===== src/rtl/rf_wr_sched_pkg.sv =====
// Shared definitions for the write-back register-file write scheduler:
// opcode encodings, the buffered multiplier entry and the pipeline-side
// write decode.
package rf_wr_sched_pkg;

  localparam int NUM_REGS = 32;
  localparam logic [4:0] LINK_REG = 5'd31;

  localparam logic [5:0] OP_ADD  = 6'b110001;
  localparam logic [5:0] OP_MUL  = 6'b100111;
  localparam logic [5:0] OP_LDW  = 6'b010111;
  localparam logic [5:0] OP_ADDI = 6'b000100;
  localparam logic [5:0] OP_SUBI = 6'b011111;
  localparam logic [5:0] OP_CALL = 6'b011000;
  localparam logic [5:0] OP_STW  = 6'b010101;
  localparam logic [5:0] OP_BLT  = 6'b010110;
  localparam logic [5:0] OP_NOPE = 6'b111111;

  // One multiplier return waiting for the write port.
  typedef struct packed {
    logic [5:0]  dest;
    logic [31:0] data;
  } b_entry_t;

  // Result of decoding the pipeline write-back slot.
  typedef struct packed {
    logic       we;
    logic [4:0] addr;
    logic       use_link;  // write the link value instead of the result
  } a_dec_t;

  // Which register (if any) the pipeline instruction writes. A register
  // field with bit 5 set is outside the file and suppresses the write.
  function automatic a_dec_t decode_a(input logic [5:0] opcode,
                                      input logic [5:0] dest,
                                      input logic [5:0] targ);
    a_dec_t d;
    d = '0;
    case (opcode)
      OP_ADD, OP_MUL: begin
        d.we   = ~targ[5];
        d.addr = targ[4:0];
      end
      OP_LDW, OP_ADDI, OP_SUBI: begin
        d.we   = ~dest[5];
        d.addr = dest[4:0];
      end
      OP_CALL: begin
        d.we       = 1'b1;
        d.addr     = LINK_REG;
        d.use_link = 1'b1;
      end
      OP_STW, OP_BLT, OP_NOPE: d = '0;
      default:                 d = '0;
    endcase
    return d;
  endfunction

endpackage


===== src/rtl/rf_wr_sched_if.sv =====
// Request/response bundle between the write-back stage and the scheduler.
interface rf_wr_sched_if;
  logic        a_valid_46;
  logic [5:0]  a_opcode_46;
  logic [5:0]  a_dest_reg_46;
  logic [5:0]  a_targ_reg_46;
  logic [31:0] a_data1_46;
  logic [31:0] a_data2_46;
  logic        b_valid_46;
  logic        b_ready_46;
  logic [5:0]  b_dest_46;
  logic [31:0] b_data_46;
  logic        iss_valid_46;
  logic [5:0]  iss_dest_46;
  logic        rf_we_46;
  logic [4:0]  rf_waddr_46;
  logic [31:0] rf_wdata_46;
  logic [31:0] busy_mask_46;
  logic        wb_stall_46;
  logic        waw_err_46;

  // Pipeline / multiplier / issue side.
  modport master (
    output a_valid_46, a_opcode_46, a_dest_reg_46, a_targ_reg_46,
           a_data1_46, a_data2_46, b_valid_46, b_dest_46, b_data_46,
           iss_valid_46, iss_dest_46,
    input  b_ready_46, rf_we_46, rf_waddr_46, rf_wdata_46, busy_mask_46,
           wb_stall_46, waw_err_46
  );

  // Scheduler side.
  modport slave (
    input  a_valid_46, a_opcode_46, a_dest_reg_46, a_targ_reg_46,
           a_data1_46, a_data2_46, b_valid_46, b_dest_46, b_data_46,
           iss_valid_46, iss_dest_46,
    output b_ready_46, rf_we_46, rf_waddr_46, rf_wdata_46, busy_mask_46,
           wb_stall_46, waw_err_46
  );
endinterface


===== src/rtl/rf_wr_sched_wb_fifo2.sv =====
// Two-entry FIFO buffering multiplier returns until the write port frees up.
module wb_fifo2
  import rf_wr_sched_pkg::*;
(
  input  logic       clk,
  input  logic       rst_n,
  input  logic       i_push,
  input  logic       i_pop,
  input  b_entry_t   i_entry,
  output b_entry_t   o_head,
  output logic [1:0] o_count
);

  b_entry_t   r_mem [2];
  logic       r_wr_ptr;
  logic       r_rd_ptr;
  logic [1:0] r_count;
  logic       w_push;
  logic       w_pop;

  // Overflow/underflow requests are dropped rather than corrupting state.
  assign w_push = i_push & (r_count != 2'd2);
  assign w_pop  = i_pop  & (r_count != 2'd0);

  // Entry storage.
  // NOTE: the storage array has no reset; pointers and count define which
  // entries are live, so stale contents are never observed.
  always_ff @(posedge clk) begin
    if (w_push) r_mem[r_wr_ptr] <= i_entry;
  end

  // Pointers and occupancy.
  // NOTE: non-blocking assignments keep every register sampling pre-edge
  // values, independent of statement order.
  always_ff @(posedge clk or negedge rst_n) begin
    if (!rst_n) begin
      r_wr_ptr <= 1'b0;
      r_rd_ptr <= 1'b0;
      r_count  <= 2'd0;
    end else begin
      if (w_push) r_wr_ptr <= ~r_wr_ptr;
      if (w_pop)  r_rd_ptr <= ~r_rd_ptr;
      r_count <= r_count + {1'b0, w_push} - {1'b0, w_pop};
    end
  end

  assign o_head  = r_mem[r_rd_ptr];
  assign o_count = r_count;

endmodule


===== src/rtl/rf_wr_sched.sv =====
// Register-file write-port scheduler: pipeline results (A) take priority,
// buffered multiplier returns (B) fill idle slots, a scoreboard tracks
// pending multiplier destinations and an age counter requests an issue
// stall when the oldest B entry has waited too long.
module rf_wr_sched
  import rf_wr_sched_pkg::*;
#(
  parameter int AGE_MAX    = 8,
  parameter int FIFO_DEPTH = 2
) (
  input logic          clk_46,
  input logic          rst_46,
  rf_wr_sched_if.slave bus
);

  localparam logic [3:0] AGE_LIMIT  = 4'(AGE_MAX);
  localparam logic [1:0] FULL_COUNT = 2'(FIFO_DEPTH);

  a_dec_t         w_a_dec;
  b_entry_t       w_head;
  b_entry_t       w_b_entry;
  logic [1:0]     w_count;
  logic [1:0]     w_count_next;
  logic           w_a_win;
  logic           w_head_valid;
  logic           w_pop;
  logic           w_push;
  logic           w_b_commit;
  logic [NUM_REGS-1:0] w_busy_next;

  logic                r_b_ready;
  logic                r_rf_we;
  logic [4:0]          r_rf_waddr;
  logic [31:0]         r_rf_wdata;
  logic                r_waw;
  logic [3:0]          r_age;
  logic                r_stall;
  logic [NUM_REGS-1:0] r_busy;

  assign w_a_dec      = decode_a(bus.a_opcode_46, bus.a_dest_reg_46, bus.a_targ_reg_46);
  assign w_a_win      = bus.a_valid_46 & w_a_dec.we;
  assign w_head_valid = (w_count != 2'd0);
  assign w_pop        = w_head_valid & ~w_a_win;
  assign w_b_commit   = w_pop & ~w_head.dest[5];
  assign w_push       = bus.b_valid_46 & r_b_ready;
  assign w_b_entry    = '{dest: bus.b_dest_46, data: bus.b_data_46};
  assign w_count_next = w_count + {1'b0, w_push} - {1'b0, w_pop};

  wb_fifo2 u_fifo (
    .clk     (clk_46),
    .rst_n   (rst_46),
    .i_push  (w_push),
    .i_pop   (w_pop),
    .i_entry (w_b_entry),
    .o_head  (w_head),
    .o_count (w_count)
  );

  // Registered ready so it stays low through reset and rises one edge later.
  always_ff @(posedge clk_46 or negedge rst_46) begin
    if (!rst_46) r_b_ready <= 1'b0;
    else         r_b_ready <= (w_count_next != FULL_COUNT);
  end

  // Registered write port plus WAW flag aligned with the write.
  always_ff @(posedge clk_46 or negedge rst_46) begin
    if (!rst_46) begin
      r_rf_we    <= 1'b0;
      r_rf_waddr <= '0;
      r_rf_wdata <= '0;
      r_waw      <= 1'b0;
    end else begin
      r_rf_we <= w_a_win | w_b_commit;
      r_waw   <= w_a_win & r_busy[w_a_dec.addr];
      if (w_a_win) begin
        r_rf_waddr <= w_a_dec.addr;
        r_rf_wdata <= w_a_dec.use_link ? bus.a_data2_46 : bus.a_data1_46;
      end else if (w_b_commit) begin
        r_rf_waddr <= w_head.dest[4:0];
        r_rf_wdata <= w_head.data;
      end
    end
  end

  // Head-of-line age and the starvation stall it drives.
  always_ff @(posedge clk_46 or negedge rst_46) begin
    if (!rst_46) begin
      r_age   <= '0;
      r_stall <= 1'b0;
    end else begin
      if (w_pop || !w_head_valid) r_age <= '0;
      else if (r_age != 4'hF)     r_age <= r_age + 4'd1;

      if (w_pop)                                 r_stall <= 1'b0;
      else if (w_head_valid && r_age == AGE_LIMIT) r_stall <= 1'b1;
    end
  end

  // Scoreboard update: clear on B commit, then set on issue so set wins.
  // NOTE: the default assignment first guarantees no latch is inferred.
  always_comb begin
    w_busy_next = r_busy;
    if (w_b_commit) w_busy_next[w_head.dest[4:0]] = 1'b0;
    if (bus.iss_valid_46 && !bus.iss_dest_46[5]) w_busy_next[bus.iss_dest_46[4:0]] = 1'b1;
  end

  // Scoreboard register.
  always_ff @(posedge clk_46 or negedge rst_46) begin
    if (!rst_46) r_busy <= '0;
    else         r_busy <= w_busy_next;
  end

  assign bus.b_ready_46   = r_b_ready;
  assign bus.rf_we_46     = r_rf_we;
  assign bus.rf_waddr_46  = r_rf_waddr;
  assign bus.rf_wdata_46  = r_rf_wdata;
  assign bus.busy_mask_46 = r_busy;
  assign bus.wb_stall_46  = r_stall;
  assign bus.waw_err_46   = r_waw;

endmodule


===== src/flat_wrapper.sv =====
// flat-port wrapper written by rule: the top's interface ports become plain ports
module rf_wr_sched_flat import rf_wr_sched_pkg::*;
#(
  parameter int AGE_MAX    = 8,
  parameter int FIFO_DEPTH = 2
)
  (clk_46, rst_46, bus_a_valid_46, bus_a_opcode_46, bus_a_dest_reg_46, bus_a_targ_reg_46, bus_a_data1_46, bus_a_data2_46, bus_b_valid_46, bus_b_dest_46, bus_b_data_46, bus_iss_valid_46, bus_iss_dest_46, bus_b_ready_46, bus_rf_we_46, bus_rf_waddr_46, bus_rf_wdata_46, bus_busy_mask_46, bus_wb_stall_46, bus_waw_err_46);
  rf_wr_sched_if bus_i ();
  input logic clk_46;
  input logic rst_46;
  input wire logic [$bits(bus_i.a_valid_46)-1:0] bus_a_valid_46;
  input wire logic [$bits(bus_i.a_opcode_46)-1:0] bus_a_opcode_46;
  input wire logic [$bits(bus_i.a_dest_reg_46)-1:0] bus_a_dest_reg_46;
  input wire logic [$bits(bus_i.a_targ_reg_46)-1:0] bus_a_targ_reg_46;
  input wire logic [$bits(bus_i.a_data1_46)-1:0] bus_a_data1_46;
  input wire logic [$bits(bus_i.a_data2_46)-1:0] bus_a_data2_46;
  input wire logic [$bits(bus_i.b_valid_46)-1:0] bus_b_valid_46;
  input wire logic [$bits(bus_i.b_dest_46)-1:0] bus_b_dest_46;
  input wire logic [$bits(bus_i.b_data_46)-1:0] bus_b_data_46;
  input wire logic [$bits(bus_i.iss_valid_46)-1:0] bus_iss_valid_46;
  input wire logic [$bits(bus_i.iss_dest_46)-1:0] bus_iss_dest_46;
  output wire logic [$bits(bus_i.b_ready_46)-1:0] bus_b_ready_46;
  output wire logic [$bits(bus_i.rf_we_46)-1:0] bus_rf_we_46;
  output wire logic [$bits(bus_i.rf_waddr_46)-1:0] bus_rf_waddr_46;
  output wire logic [$bits(bus_i.rf_wdata_46)-1:0] bus_rf_wdata_46;
  output wire logic [$bits(bus_i.busy_mask_46)-1:0] bus_busy_mask_46;
  output wire logic [$bits(bus_i.wb_stall_46)-1:0] bus_wb_stall_46;
  output wire logic [$bits(bus_i.waw_err_46)-1:0] bus_waw_err_46;
  assign bus_i.a_valid_46 = bus_a_valid_46;
  assign bus_i.a_opcode_46 = bus_a_opcode_46;
  assign bus_i.a_dest_reg_46 = bus_a_dest_reg_46;
  assign bus_i.a_targ_reg_46 = bus_a_targ_reg_46;
  assign bus_i.a_data1_46 = bus_a_data1_46;
  assign bus_i.a_data2_46 = bus_a_data2_46;
  assign bus_i.b_valid_46 = bus_b_valid_46;
  assign bus_i.b_dest_46 = bus_b_dest_46;
  assign bus_i.b_data_46 = bus_b_data_46;
  assign bus_i.iss_valid_46 = bus_iss_valid_46;
  assign bus_i.iss_dest_46 = bus_iss_dest_46;
  assign bus_b_ready_46 = bus_i.b_ready_46;
  assign bus_rf_we_46 = bus_i.rf_we_46;
  assign bus_rf_waddr_46 = bus_i.rf_waddr_46;
  assign bus_rf_wdata_46 = bus_i.rf_wdata_46;
  assign bus_busy_mask_46 = bus_i.busy_mask_46;
  assign bus_wb_stall_46 = bus_i.wb_stall_46;
  assign bus_waw_err_46 = bus_i.waw_err_46;
  rf_wr_sched #(.AGE_MAX(AGE_MAX), .FIFO_DEPTH(FIFO_DEPTH)) u_core (.clk_46(clk_46), .rst_46(rst_46), .bus(bus_i));
endmodule

===== config.mk =====
export PLATFORM = sky130hd
export DESIGN_NAME = rf_wr_sched_flat
export DESIGN_NICKNAME = d
export VERILOG_FILES = /design/src/rtl/rf_wr_sched_pkg.sv /design/src/rtl/rf_wr_sched_if.sv /design/src/rtl/rf_wr_sched_wb_fifo2.sv /design/src/rtl/rf_wr_sched.sv /design/src/flat_wrapper.sv
export SDC_FILE = /design/constraint.sdc
export NUM_CORES = 1
export LEC_CHECK = 0
export BUFFER_PORTS_ARGS = -buffer_cell sky130_fd_sc_hd__buf_2
export CAP_MARGIN = 15
export CORE_ASPECT_RATIO = 0.7
export CORE_MARGIN = 8
export CORE_UTILIZATION = 52
export DETAILED_ROUTE_END_ITERATION = 12
export PLACE_DENSITY_LB_ADDON = 0.3
export SYNTH_ARGS = -nofsm -noshare
export SYNTH_HDL_FRONTEND = slang
export SYNTH_SLANG_ARGS = --single-unit

===== constraint.sdc =====
create_clock -name clk_46 -period 4.8 [get_ports clk_46]
set_input_delay 0.72 -clock clk_46 [delete_from_list [all_inputs] [get_ports clk_46]]
set_output_delay 0.72 -clock clk_46 [all_outputs]
set_load 0.005 [all_outputs]

=== Word level (Yosys, flattened, before mapping) ===
Memories as Yosys holds them, arrays and structs flattened.
Index checks and enable logic that the tools add are counted.

* Bits in registers: 81
* Bits in writable memories: 76
* Input port bits: 131
* Output and inout bits: 73
* Logic and storage cells: 83
* Memories kept: 1

{| class="wikitable"
|+ Memories
! memory !! words !! width !! read ports !! clocked after Yosys merged registers in !! write ports !! RTL line !! RTL
|-
| u_core.u_fifo.r_mem || 2 || 38 || 1 || 0 || 1 || rf_wr_sched_wb_fifo2.sv:14 || <nowiki>b_entry_t r_mem [2];</nowiki>
|}

* Add/subtract/negate cells: 5
* Magnitude comparators: 5
* Eq/ne operators: 10
* Mux-type cells: 21
* Bitwise gates (word level): 17
* Reduce and logical (&&, ||, !) cells: 13

{| class="wikitable"
|+ Operators by type and width
! operator !! count
|-
| 2-to-1 mux 32 bit || 5
|-
| bitwise AND 32 bit || 1
|-
| inverter 32 bit || 1
|-
| OR 32 bit || 1
|-
| equality test 6 x 5 -> 1 bit (second input constant) || 3
|-
| < comparator 5 x 6 -> 1 bit (second input constant) || 3
|-
| case mux 6 bit (3 select lines) || 1
|-
| equality test 6 bit (second input constant) || 2
|-
| demux 1 bit (select 5 bit) || 2
|-
| >= comparator 5 x 1 -> 1 bit (second input constant) || 2
|-
| 2-to-1 mux 5 bit || 2
|-
| 2-to-1 mux 1 bit || 8
|-
| 2-to-1 mux 4 bit || 2
|-
| nonzero test 2 bit || 4
|-
| bitwise AND 1 bit || 7
|-
| equality test 6 x 3 -> 1 bit (second input constant) || 1
|-
| inverter 1 bit || 6
|-
| binary-select mux 1 bit (select 5 bit) || 1
|-
| adder 2 x 1 -> 2 bit || 2
|-
| adder 4 x 1 -> 4 bit (second input constant) || 1
|-
| equality test 4 bit (second input constant) || 1
|-
| logical AND 1 bit || 4
|-
| != test 2 bit (second input constant) || 2
|-
| != test 4 bit (second input constant) || 1
|-
| other kinds (6) || 8
|}

=== Depth between registers and ports, before layout ===
* Word-level depth: 10
* Gate-level depth with buffers: 9
* Depth with buffers taken out: 9

=== Modules after synthesis ===
A second synthesis with hierarchy kept.

* Cell total of the unflattened synthesis: 665
* Area, all modules: 7295.7 um2

{| class="wikitable"
|+ Modules (own cells, without submodules)
! module !! times used !! cells an instance !! area an instance (um2) !! sequential area each (um2)
|-
| rf_wr_sched || 1 || 528 || 4304.1 || 1926.8
|-
| wb_fifo2 || 1 || 137 || 2991.6 || 2382.3
|}

=== Worst setup path after synthesis ===
No wires, ideal clock.

* Path type: input to register
* From: input port bus_b_valid_46
* To: memory u_core.u_fifo.r_mem[0][0] (netlist bit), enable pin
* Setup time: 0.433 ns
* Arrival time: 2.576 ns
* Required time: 4.367 ns
* Setup slack: 1.791 ns
* Stages on the path: 3
* Path buffers: 0
* Path through: and2_1 nand2_1 nor2_1

* Longest elaborated chain between the ends: 4

{| class="wikitable"
|+ RTL lines
! what !! RTL line !! RTL
|-
| start: declaration || flat_wrapper.sv:17 || <nowiki>input wire logic [$bits(bus_i.b_valid_46)-1:0] bus_b_valid_46;</nowiki>
|-
| bitwise AND 1 bit || rf_wr_sched.sv:45 || <nowiki>assign w_push = bus.b_valid_46 & r_b_ready;</nowiki>
|-
| bitwise AND 1 bit || rf_wr_sched_wb_fifo2.sv:22 || <nowiki>assign w_push = i_push & (r_count != 2'd2);</nowiki>
|-
| 2-to-1 mux 1 bit || rf_wr_sched_wb_fifo2.sv:29 || <nowiki>if (w_push) r_mem[r_wr_ptr] <= i_entry;</nowiki>
|-
| 2-to-1 mux 1 bit (implied by the code) || rf_wr_sched_wb_fifo2.sv:29 ||
|-
| end: declaration || rf_wr_sched_wb_fifo2.sv:14 ||
|}

No other way between the ends.

=== Final worst setup path ===
* From: input port bus_a_opcode_46[4]
* To: register u_core.u_fifo.r_count[1] (netlist: u_core.u_fifo.o_count[1])

* Longest elaborated chain between the ends: 8
* Elaborated cells between the ends (all ways): 14
* Classes of those cells: add/sub (1); eq/ne (6); mux (1); bitwise (4); reduce/logical (2)

{| class="wikitable"
|+ RTL lines
! what !! RTL line !! RTL
|-
| start: declaration || flat_wrapper.sv:12 || <nowiki>input wire logic [$bits(bus_i.a_opcode_46)-1:0] bus_a_opcode_46;</nowiki>
|-
| equality test 6 x 5 -> 1 bit, or another cell as far along || rf_wr_sched_pkg.sv:39 || <nowiki>case (opcode)</nowiki>
|-
| OR reduction 3 bit or OR reduction 2 bit (tied branches) || rf_wr_sched_pkg.sv:39 ||
|-
| case mux 6 bit (3 select lines) * || rf_wr_sched_pkg.sv:39 ||
|-
| bitwise AND 1 bit * || rf_wr_sched.sv:41 || <nowiki>assign w_a_win = bus.a_valid_46 & w_a_dec.we;</nowiki>
|-
| inverter 1 bit * || rf_wr_sched.sv:43 || <nowiki>assign w_pop = w_head_valid & ~w_a_win;</nowiki>
|-
| bitwise AND 1 bit * || rf_wr_sched.sv:43 ||
|-
| bitwise AND 1 bit * || rf_wr_sched_wb_fifo2.sv:23 || <nowiki>assign w_pop = i_pop & (r_count != 2'd0);</nowiki>
|-
| named net u_core.u_fifo.w_pop || rf_wr_sched_wb_fifo2.sv:19 || <nowiki>logic w_pop;</nowiki>
|-
| subtractor 2 x 1 -> 2 bit * || rf_wr_sched_wb_fifo2.sv:43 || <nowiki>r_count <= r_count + {1'b0, w_push} - {1'b0, w_pop};</nowiki>
|-
| end signal: assignment || rf_wr_sched_wb_fifo2.sv:43 ||
|-
| end: declaration || rf_wr_sched_wb_fifo2.sv:17 || <nowiki>logic [1:0] r_count;</nowiki>
|}

Mark *: on every way through the listed nets, which the timed path passes. The rest lies on a longest branch.
A chain may end at the register's enable or synchronous reset.

==> results.json <==
{
  "cts_h_tree_depth": 4,
  "grt_overflow": 0,
  "vias": 5646,
  "drc": 0,
  "unrepaired_setup_endpoints_after_global_routing": "false",
  "drive_gt1_share_pct": 34.2,
  "final_period_minus_worst_setup_slack_ns": 2.98,
  "timing.max_cap.violations": 0,
  "die_area_um2": 17700,
  "synth_top_area_share_pct": 32.1,
  "routed_wirelength_um": 19300,
  "clock_insertion_delay_worst_skew_ns": 0.42,
  "layout_worst_path_cycle_share_pct": 62.2,
  "cts_root_buf": "sky130_fd_sc_hd__clkbuf_16",
  "number_of_unique_standard_cell_types_used_by_synthesis": 55,
  "final_hold_violating_endpoints": 0,
  "asyncSetResetFlopFracSynth_pct": 51.6,
  "core_area_um2": 13300,
  "achievable-frequency_mhz": 335,
  "detail-route-antenna-nets": 0,
  "grt_start_max_net_pins": 82,
  "area_delta_synth_final_pct": 25.2,
  "critPathKind": "in2reg",
  "outcome": "finished clean",
  "fill_cells": 1009,
  "power.ir.vdd_worst_v": 0.000355,
  "commonest_non_fill_non_tap_cells_in_the_layout": "202 x sky130_fd_sc_hd__buf_2, 80 x sky130_fd_sc_hd__dfrtp_1, 76 x sky130_fd_sc_hd__edfxtp_1",
  "timing.hold.worst.class": "in2async",
  "cts_repair_resize_count": 0,
  "die_height_um": 114,
  "max-slew-margin-rel_pct": 30.8,
  "layout.cell_area.non_filler_um2": 8910,
  "place_congestion": 0.909,
  "avgViaCountPerCell": 5.80,
  "detail_route.wl_per_cell_um": 19.8,
  "design.portCount": 204,
  "num_rows": 35,
  "cts_buffers": 17,
  "grt_util_all_layers_pct": 21.8,
  "critical_path_arrival_ns": 3.32,
  "dp_hpwl_um": 13900,
  "grt_first_pass_wirelength_um": 30700,
  "netlist_instances": 572,
  "initial_core_util_pct": 53.6,
  "synth.net_count": 708,
  "final_common_cell": "sky130_fd_sc_hd__buf_2",
  "regArea_um2": 4310,
  "synth_top_flop_cell": "sky130_fd_sc_hd__dfrtp_1",
  "register_to_register_path_depth": 5,
  "synthTopCellsByArea": "sky130_fd_sc_hd__edfxtp_1 32%, sky130_fd_sc_hd__dfrtp_1 29%, sky130_fd_sc_hd__mux2i_1 11%",
  "path_clk_slew_ns": 0.06,
  "synth-warning-count": 0,
  "register_bit_total_from_synthesis": 157,
  "hold_buf_count_cts": 0,
  "synth-seq-area-share_pct": 60.6,
  "cts_max_path_buffers": 2,
  "dpl_cell_area_um2": 8310,
  "clock_sinks": 157,
  "synth_area_um2": 7110,
  "nNetsFinal": 910,
  "timing.critical_path.to_type": "flip-flop",
  "synth_enable_flop_cells": 76,
  "grt_antenna_before_repair": 1,
  "syn_area_per_cell_um2": 12.4,
  "multi_input_comb_area_um2": 2690,
  "sum_of_negative_setup_slack_ns": 0,
  "drt_first_pass_iters": 6,
  "element_type_at_the_critical_path_start": "primary input",
  "timing.clock.skew_ns": 0.00939,
  "iter_0_drt_violations": 487,
  "first_global_vias": 5764,
  "chipWidth_um": 156,
  "placement.io_buffers": 203,
  "worstMarginPinSlew_ns": 1.04,
  "report.final.slew_viol_count": 0,
  "cts_setup_buffers": 0,
  "cts_tree": "done",
  "static_power_due_to_leakage_nw": 3.67,
  "post-synth-top-area-cell": "sky130_fd_sc_hd__edfxtp_1",
  "crit_path_max_fanout": 16,
  "setup_viol_count_final": 0,
  "timing.critical_path.required_ns": 5.13,
  "power_per_cell_area_nw_per_um2": 581
}
-- worst max-delay path: stages --
cell                       delay, ns
sky130_fd_sc_hd__buf_2          0.13
sky130_fd_sc_hd__or4_4          0.57
sky130_fd_sc_hd__a211oi_2       0.35
sky130_fd_sc_hd__o31a_2         0.51
sky130_fd_sc_hd__nor2_1         0.20
sky130_fd_sc_hd__ha_1           0.32
sky130_fd_sc_hd__inv_1          0.04
sky130_fd_sc_hd__ha_1           0.18
sky130_fd_sc_hd__xnor2_1        0.16
sky130_fd_sc_hd__xnor2_1        0.13
-- flip-flops by register name, summed over array words and instances (netlist names) --
register                 count
u_core.bus.rf_we_46          1
u_core.bus.b_ready_46        1
u_core.bus.waw_err_46        1
u_core.u_fifo.o_count        2
u_core.bus.busy_mask_46     32
u_core.u_fifo.r_mem         76
u_core.u_fifo.r_rd_ptr       1
u_core.u_fifo.r_wr_ptr       1
u_core.bus.rf_wdata_46      32
u_core.bus.rf_waddr_46       5
u_core.bus.wb_stall_46       1
u_core.r_age                 4
-- cell usage after synthesis (5+ instances only) --
library cell and n:
sky130_fd_sc_hd__dfrtp_1 81, sky130_fd_sc_hd__edfxtp_1 76, sky130_fd_sc_hd__mux2i_1 75, sky130_fd_sc_hd__o21ai_0 66, sky130_fd_sc_hd__nand2_1 56, sky130_fd_sc_hd__o211ai_1 28, sky130_fd_sc_hd__nor2_1 24, sky130_fd_sc_hd__o21ai_1 24
sky130_fd_sc_hd__buf_2 13, sky130_fd_sc_hd__a221oi_2 10, sky130_fd_sc_hd__nand3_1 10, sky130_fd_sc_hd__clkbuf_1 9, sky130_fd_sc_hd__nand2b_1 7, sky130_fd_sc_hd__a21oi_1 6, sky130_fd_sc_hd__nand3b_1 6, sky130_fd_sc_hd__a221o_1 5
sky130_fd_sc_hd__ha_1 5, sky130_fd_sc_hd__xnor2_1 5
-- metal layers --
| layer | share of wire, % | track usage (%) | wire length, um |
|---|---|---|---|
| met1 | 44 | 28.6 | 8430 |
| met2 | 46 | 34.0 | 8860 |
| met3 | 9.2 | 7.97 | 1770 |
| met4 | 1.2 | 5.22 | 234 |
| met5 | 0 | 0 | 0 |
-- metrics by stage --
| step | power, mW | setup WS, ns | util [%] | std cells | hold WS, ns |
|---|---|---|---|---|---|
| final | 5.18 | 1.82 | 67.1 | 973 | 0.187 |
| after global routing | 5.48 | 1.68 | 67.1 | 973 | 0.180 |
| after CTS | 5.20 | 1.83 | 66.9 | 971 | 0.469 |
| after detailed placement | 3.92 | 1.38 | 62.7 | 939 | 0.471 |
| after global placement | 3.84 | 1.53 | 62.7 | 939 | 0.478 |
| after floorplan | 3.20 | 1.79 | - | 572 | 0.424 |
-- where the power goes --
| group | internal [mW] | total (mW) | switching [mW] |
|---|---|---|---|
| sequential | 1.92 | 2.18 | 0.268 |
| combinational | 0.743 | 1.72 | 0.974 |
| clock | 0.722 | 1.28 | 0.556 |
| total | 3.38 | 5.18 | 1.80 |
-- final timing paths --
kind	to	startpoint	slack, ns
worst min register to register	u_core.bus.rf_waddr_46[2]	u_core.bus.rf_waddr_46[2]	0.48
worst min-delay path	u_core.bus.busy_mask_46[24]	rst_46	0.19
min in group clk_46	u_core.bus.rf_waddr_46[2]	u_core.bus.rf_waddr_46[2]	0.48
max in group asynchronous	u_core.u_fifo.r_rd_ptr	rst_46	4.00
worst max register to register	u_core.bus.busy_mask_46[25]	u_core.u_fifo.r_rd_ptr	2.38
worst max-delay path	u_core.u_fifo.o_count[1]	bus_a_opcode_46[4]	1.82
-- final cells by class --
type                    instances  area share [%]
inverters                       4           0.169
clock inverters                14            1.50
flip-flops and latches        157            48.4
repair buffers                210            12.2
multi-input cells             384            30.2
diodes                          1          0.0281
well taps                     185            2.60
clock buffers                  18            4.82
-- cells by family after synthesis --
group | Yosys count | synth area share [%]
fa+ha+maj | 5 | 0.880
buf+inv | 31 | 2.02
mux | 79 | 11.2
simple gates | 129 | 8.80
xor+xnor | 6 | 0.739
flops | 157 | 60.6
compound gates | 165 | 15.7
Note: power is estimated with default switching activity, not from simulation.
